==> config.mk <==
export PLATFORM = sky130hd
export DESIGN_NAME = mpy_share_ctrl_flat
export DESIGN_NICKNAME = d
export VERILOG_FILES = /design/src/rtl/mpy_share_ctrl_if.sv /design/src/rtl/mpy_share_ctrl.sv /design/src/flat_wrapper.sv
export SDC_FILE = /design/constraint.sdc
export NUM_CORES = 1
export LEC_CHECK = 0
export CAP_MARGIN = 20
export CORE_UTILIZATION = 44
export CTS_CLUSTER_DIAMETER = 150
export DETAILED_ROUTE_END_ITERATION = 8
export HOLD_SLACK_MARGIN = 0.15
export PLACE_DENSITY = 0.89
export SLEW_MARGIN = 20
export SYNTH_ARGS = -nofsm -noshare
export SYNTH_HDL_FRONTEND = slang
export SYNTH_SLANG_ARGS = --single-unit
==> constraint.sdc <==
create_clock -name clk -period 5.05 [get_ports clk]
set_input_delay 1.01 -clock clk [delete_from_list [all_inputs] [get_ports clk]]
set_output_delay 1.01 -clock clk [all_outputs]
set_load 0.005 [all_outputs]
==> src/rtl/mpy_share_ctrl_if.sv <==
// Purpose : bundle of requester handshake, multiplier operand/product and response signals for mpy_share_ctrl.
// Latency : none, wires only.
// Backpressure: req_valid/req_ready per requester; the response path has none (resp_valid is a pulse).
//
// Ports (signals):
//   req_valid[N_REQ], req_a[4*N_REQ], req_b[4*N_REQ] : requester operands, 4-bit signed, packed per requester
//   req_ready[N_REQ]                                  : one-hot grant back to the requesters
//   mpy_a[4], mpy_b[4], mpy_product[8]                : link to the external sequential multiplier
//   resp_valid[N_REQ], resp_product[8]                : one-hot one-cycle result pulse and signed result
//   busy                                              : an operation is in flight
// Modports: slave = the controller; master = the requesters plus multiplier environment around it.
interface mpy_share_ctrl_if #(
   parameter int N_REQ = 4
);
   logic [N_REQ-1:0]   req_valid;
   logic [4*N_REQ-1:0] req_a;
   logic [4*N_REQ-1:0] req_b;
   logic [N_REQ-1:0]   req_ready;
   logic [3:0]         mpy_a;
   logic [3:0]         mpy_b;
   logic [7:0]         mpy_product;
   logic [N_REQ-1:0]   resp_valid;
   logic [7:0]         resp_product;
   logic               busy;

   modport slave (
      input  req_valid, req_a, req_b, mpy_product,
      output req_ready, mpy_a, mpy_b, resp_valid, resp_product, busy
   );

   modport master (
      output req_valid, req_a, req_b, mpy_product,
      input  req_ready, mpy_a, mpy_b, resp_valid, resp_product, busy
   );
endinterface

==> src/rtl/mpy_share_ctrl.sv <==
// Purpose : round-robin sharing of one external sequential 4x4 signed multiplier among N_REQ requesters.
// Latency : response pulse MPY_LAT edges after the grant edge; one operation per MPY_LAT+2 cycles.
// Backpressure: one-hot req_ready only in IDLE; responses cannot be stalled, requesters must take the pulse.
//
// Ports:
//   clk : clock, rising edge
//   rst : asynchronous active-high reset
//   bus : mpy_share_ctrl_if.slave (requester handshakes, multiplier operands/product, response, busy)
module mpy_share_ctrl #(
   parameter int N_REQ   = 4,
   parameter int MPY_LAT = 16
) (
   input  logic             clk,
   input  logic             rst,
   mpy_share_ctrl_if.slave  bus
);

   localparam int PW = (N_REQ > 1) ? $clog2(N_REQ) : 1;
   localparam int CW = (MPY_LAT > 1) ? $clog2(MPY_LAT) : 1;
   localparam logic [CW-1:0] CNT_LOAD = CW'(MPY_LAT - 1);

   typedef enum logic [1:0] {
      IDLE = 2'd0,
      WAIT = 2'd1,
      DONE = 2'd2
   } state_t;

   state_t            state_q;
   state_t            state_d;
   logic [PW-1:0]     ptr_q;
   logic [PW-1:0]     gnt_q;
   logic [CW-1:0]     cnt_q;
   logic [3:0]        mpy_a_q;
   logic [3:0]        mpy_b_q;
   logic [7:0]        resp_product_q;
   logic [N_REQ-1:0]  resp_valid_q;

   logic              win_found;
   logic [PW-1:0]     win_idx;
   logic [N_REQ-1:0]  req_ready_c;
   logic              hs;

   // (base + off) mod N_REQ; off never exceeds N_REQ-1, so one conditional
   // subtract is enough and non-power-of-two requester counts still wrap.
   function automatic logic [PW-1:0] rr_idx(input logic [PW-1:0] base, input int off);
      int s;
      s = int'(base) + off;
      if (s >= N_REQ) begin
         s = s - N_REQ;
      end
      return PW'(s);
   endfunction

   // Winner search starting at the priority pointer. The first valid
   // requester found is kept; later ones are ignored.
   always_comb begin
      win_found = 1'b0;
      win_idx   = '0;
      for (int k = 0; k < N_REQ; k++) begin
         if (!win_found && bus.req_valid[rr_idx(ptr_q, k)]) begin
            win_found = 1'b1;
            win_idx   = rr_idx(ptr_q, k);
         end
      end
   end

   // Next state and grant. In IDLE a grant is only ever given to a requester
   // that is currently valid, so a grant is always a handshake.
   always_comb begin
      state_d     = state_q;
      req_ready_c = '0;
      hs          = 1'b0;
      unique case (state_q)
         IDLE: begin
            if (win_found) begin
               req_ready_c[win_idx] = 1'b1;
               hs                   = 1'b1;
               state_d              = WAIT;
            end
         end
         WAIT: begin
            if (cnt_q == '0) begin
               state_d = DONE;
            end
         end
         DONE: begin
            state_d = IDLE;
         end
         default: begin
            state_d = IDLE;
         end
      endcase
   end

   always_ff @(posedge clk or posedge rst) begin
      if (rst) begin
         state_q <= IDLE;
      end else begin
         state_q <= state_d;
      end
   end

   // Datapath. Operands are captured only on the handshake edge and then
   // held, so requester-side changes during WAIT never reach the multiplier.
   always_ff @(posedge clk or posedge rst) begin
      if (rst) begin
         ptr_q          <= '0;
         gnt_q          <= '0;
         cnt_q          <= '0;
         mpy_a_q        <= '0;
         mpy_b_q        <= '0;
         resp_product_q <= '0;
         resp_valid_q   <= '0;
      end else begin
         resp_valid_q <= '0;
         if (hs) begin
            mpy_a_q <= bus.req_a[4*int'(win_idx) +: 4];
            mpy_b_q <= bus.req_b[4*int'(win_idx) +: 4];
            gnt_q   <= win_idx;
            cnt_q   <= CNT_LOAD;
            ptr_q   <= rr_idx(win_idx, 1);
         end
         if (state_q == WAIT) begin
            if (cnt_q == '0) begin
               // Product has been stable for MPY_LAT cycles of held operands.
               resp_product_q      <= bus.mpy_product;
               resp_valid_q[gnt_q] <= 1'b1;
            end else begin
               cnt_q <= cnt_q - CW'(1);
            end
         end
      end
   end

   assign bus.req_ready    = req_ready_c;
   assign bus.mpy_a        = mpy_a_q;
   assign bus.mpy_b        = mpy_b_q;
   assign bus.resp_valid   = resp_valid_q;
   assign bus.resp_product = resp_product_q;
   assign bus.busy         = (state_q != IDLE);

   a_ready_onehot: assert property (@(posedge clk) disable iff (rst) $onehot0(bus.req_ready));
   a_resp_onehot:  assert property (@(posedge clk) disable iff (rst) $onehot0(bus.resp_valid));
   a_ready_valid:  assert property (@(posedge clk) disable iff (rst)
                                    ((bus.req_ready & ~bus.req_valid) == '0));

endmodule

==> src/flat_wrapper.sv <==
// flat-port wrapper written by rule: the top's interface ports become plain ports
module mpy_share_ctrl_flat 
#(
   parameter int N_REQ   = 4,
   parameter int MPY_LAT = 16
)
  (clk, rst, bus_req_valid, bus_req_a, bus_req_b, bus_mpy_product, bus_req_ready, bus_mpy_a, bus_mpy_b, bus_resp_valid, bus_resp_product, bus_busy);
  mpy_share_ctrl_if #(.N_REQ(N_REQ)) bus_i ();
  input  logic clk;
  input  logic rst;
  input wire logic [$bits(bus_i.req_valid)-1:0] bus_req_valid;
  input wire logic [$bits(bus_i.req_a)-1:0] bus_req_a;
  input wire logic [$bits(bus_i.req_b)-1:0] bus_req_b;
  input wire logic [$bits(bus_i.mpy_product)-1:0] bus_mpy_product;
  output wire logic [$bits(bus_i.req_ready)-1:0] bus_req_ready;
  output wire logic [$bits(bus_i.mpy_a)-1:0] bus_mpy_a;
  output wire logic [$bits(bus_i.mpy_b)-1:0] bus_mpy_b;
  output wire logic [$bits(bus_i.resp_valid)-1:0] bus_resp_valid;
  output wire logic [$bits(bus_i.resp_product)-1:0] bus_resp_product;
  output wire logic [$bits(bus_i.busy)-1:0] bus_busy;
  assign bus_i.req_valid = bus_req_valid;
  assign bus_i.req_a = bus_req_a;
  assign bus_i.req_b = bus_req_b;
  assign bus_i.mpy_product = bus_mpy_product;
  assign bus_req_ready = bus_i.req_ready;
  assign bus_mpy_a = bus_i.mpy_a;
  assign bus_mpy_b = bus_i.mpy_b;
  assign bus_resp_valid = bus_i.resp_valid;
  assign bus_resp_product = bus_i.resp_product;
  assign bus_busy = bus_i.busy;
  mpy_share_ctrl #(.N_REQ(N_REQ), .MPY_LAT(MPY_LAT)) u_core (.clk(clk), .rst(rst), .bus(bus_i));
endmodule
==> results.json <==
{
  "worst-path-max-fanout": 14,
  "final-max-slew-violation-count": 0,
  "place_congestion": 0.713,
  "dieWidth_um": 60.2,
  "syn2layout_area_growth_pct": 53.3,
  "path_cells": "clkdlybuf4s50_1 -> a21oi_1 -> o21ai_0 -> o2bb2a_1 -> inv_1 -> nor2_1 -> clkdlybuf4s50_1",
  "yosys.area.top_type": "dfrtp_1",
  "fp.coreArea_um2": 3130,
  "dr.pass1.iters": 4,
  "overflow": 0,
  "portBuffers": 70,
  "maxSlewHeadroom_pct": 51.4,
  "worst_ep_arrival_time_ns": 3.31,
  "clock.fmax_mhz": 232,
  "crit_path_frequent_cell": "clkdlybuf4s50_1",
  "crit_required_ns": 4.04,
  "synthDominantCellAreaShare_pct": 50.4,
  "p_per_area_nw_per_um2": 488,
  "place_ws_ns": 0.759,
  "finalNetCount": 274,
  "wl_per_cell_um": 13.4,
  "grt_pass1_vias": 1309,
  "antenna_found_initial": 0,
  "ctsResizeCount": 0,
  "critPathTopFamily": "buffers and inverters",
  "clk_path_buf_depth": 2,
  "drt-total-wl_um": 3630,
  "via_per_inst": 5.01,
  "ant_nets": 0,
  "ir_drop_v": 0.000349,
  "fin_ws_ns": 0.734,
  "netlist_area_um2": 1490,
  "vias": 1362,
  "grt_pass1_wl_um": 5770,
  "hold_violations": 0,
  "start_kind": "input pin",
  "worstHoldEndpoint": "u_core.bus.resp_product[6]$_DFFE_PP0P_",
  "yosysSeqAreaShare_pct": 50.4,
  "setup_violations": 0,
  "path_buf_inv": 3,
  "min_path_cells": 2,
  "ys_top_cells_by_area": "dfrtp_1 (50%), mux2i_1 (11%), nand2_1 (10%)",
  "dieArea_um2": 3620,
  "grt_max_degree": 31,
  "layout_commonest_cell": "clkdlybuf4s50_1",
  "diodes": 0,
  "fp.dieH_um": 60.2,
  "cts_hold_buf": 0,
  "layout_common_cells": "clkdlybuf4s50_1 (70), nand2_1 (40), dfrtp_1 (30)",
  "timing.rr.start": "u_core.ptr_q[1]$_DFFE_PP0P_",
  "synth_cells": 154,
  "worst_path_max_delay_cell": "o2bb2a_1",
  "clkLatencyLatePin_ns": 0.33,
  "setup_total_negative_slack_ns": 0,
  "ys_ff_latch": 30,
  "reg2reg_to": "u_core.bus.mpy_a[1]$_DFFE_PP0P_",
  "drtIter0Drc": 63,
  "leakage_uw": 0.00103,
  "worst_pin_slew_ns": 0.730,
  "slowest_delay_ns": 0.72,
  "rsz0062_at_grt": "false",
  "clkTransAtPathRegs_ns": 0.09,
  "finalClockSkew_ns": 0.00549,
  "max_cap_violations": 0,
  "fillers": 232,
  "grt_use_total_pct": 21.8,
  "cts-buffers-inserted": 5,
  "synth_cell_types": 29,
  "period_needed_ns": 4.32,
  "status": "finished clean",
  "start_util_pct": 47.6,
  "postCtsSetupRepairBufs": 0,
  "cp-end-kind": "output port",
  "cts_tree": "done",
  "clock-sinks": 30,
  "root_buffer": "clkbuf_4",
  "critPathKind": "input pin to output port",
  "syn_avg_cell_area_um2": 9.68,
  "post-dp-hpwl_um": 2730,
  "htreeDepth": 2,
  "rows": 20,
  "r2r_slack_ns": 2.80,
  "hold_start": "u_core.bus.resp_product[6]$_DFFE_PP0P_",
  "ys_warn_count": 0,
  "ff2ff_path_depth": 6,
  "post-route-period-util_pct": 85.5,
  "drive_above_1_share_pct": 5.70,
  "post-route-drc-count": 0,
  "io_pins": 71,
  "synth_nets": 201,
  "hold_path_class": "flip-flop to flip-flop"
}
[cell families after synthesis]
group,share of synthesized area (%)
adders and majority gates,0.839
buffers and inverters,4.95
AOI/OAI and AO/OA,13.2
xor gates and xnor gates,0.588
and+or+nand+nor,18.6
DFF,50.4
muxes,11.4
[layout make-up]
class | count | area, µm² | share of cell area [%]
sequential | 30 | 751 | 32.9
clock buffer | 7 | 55.1 | 2.41
inverter | 8 | 30.0 | 1.31
tap | 44 | 55.1 | 2.41
clock inverter | 1 | 5.00 | 0.219
timing repair buffer | 73 | 723 | 31.7
multi-input combinational | 109 | 666 | 29.1
[synthesized netlist by cell type]
master and count:
a21boi_1 1, a21oi_1 7, a31oi_1 1, a32oi_1 1, and3_1 1, buf_2 2
buf_4 2, buf_6 1, clkbuf_1 2, dfrtp_1 30, ha_1 1, inv_1 8
mux2i_1 17, nand2_1 40, nand2b_1 4, nor2_1 11, nor2_2 1, nor2b_1 1
nor3_1 2, nor3b_1 1, o21ai_0 5, o221ai_1 8, o22ai_1 1, o2bb2a_1 1
o41ai_4 1, or2_0 1, or3_4 1, or4_1 1, xnor2_1 1
[worst max path at each step]
stage,endpoint,depth (start not counted),slack [ns],start
2_1_floorplan,bus_req_ready[0],4,2.16,bus_req_valid[1]
3_3_place_gp,bus_req_ready[2],7,0.76,bus_req_valid[0]
3_5_place_dp,bus_req_ready[2],7,0.76,bus_req_valid[0]
4_1_cts,bus_req_ready[2],7,0.73,bus_req_valid[0]
5_1_grt,bus_req_ready[2],7,0.57,bus_req_valid[0]
6_report,bus_req_ready[2],7,0.73,bus_req_valid[0]
[worst register-to-register path, delay by kind of cell (launching register included)]
family          cells  cell delay (ns)
buf+inv             1             0.32
compound gates      4             1.09
flops               1             0.45
mux                 1             0.25
[where the power goes]
part           leakage [µW]  internal (µW)  switching, µW
sequential         0.000366            345           75.1
clock             0.0000353           67.4           81.2
combinational      0.000634            304            242
total               0.00103            716            398
[flip-flops by register name (all words and copies together) (netlist names)]
register                 cells
u_core.bus.mpy_a             4
u_core.state_q               2
u_core.bus.resp_valid        4
u_core.gnt_q                 2
u_core.bus.mpy_b             4
u_core.bus.resp_product      8
u_core.cnt_q                 4
u_core.ptr_q                 2
[layer usage]
layer	global-route usage (%)	routed length (µm)	part of all wire (%)	vias to the layer above
li1	-	-	-	672
met2	34.7	1810	50	36
met1	29.2	1620	45	648
met5	0	0	0	-
met4	7.64	49	1.3	0
met3	4.76	156	4.3	6
[metrics by stage]
| step | hold slack, ns | cell area, µm² | power [µW] | cells | utilization [%] |
|---|---|---|---|---|---|
| CTS | 0.484 | 2280 | 1120 | 272 | 73.0 |
| global placement | 0.456 | 2220 | 949 | 264 | 71.1 |
| detailed placement | 0.466 | 2220 | 970 | 264 | 71.1 |
| finish | 0.482 | 2280 | 1110 | 272 | 73.0 |
| global route | 0.521 | 2280 | 1200 | 272 | 73.0 |
| floorplan | 0.448 | 1490 | 714 | 154 | - |
No activity file was read; power rests on OpenSTA's default activity.
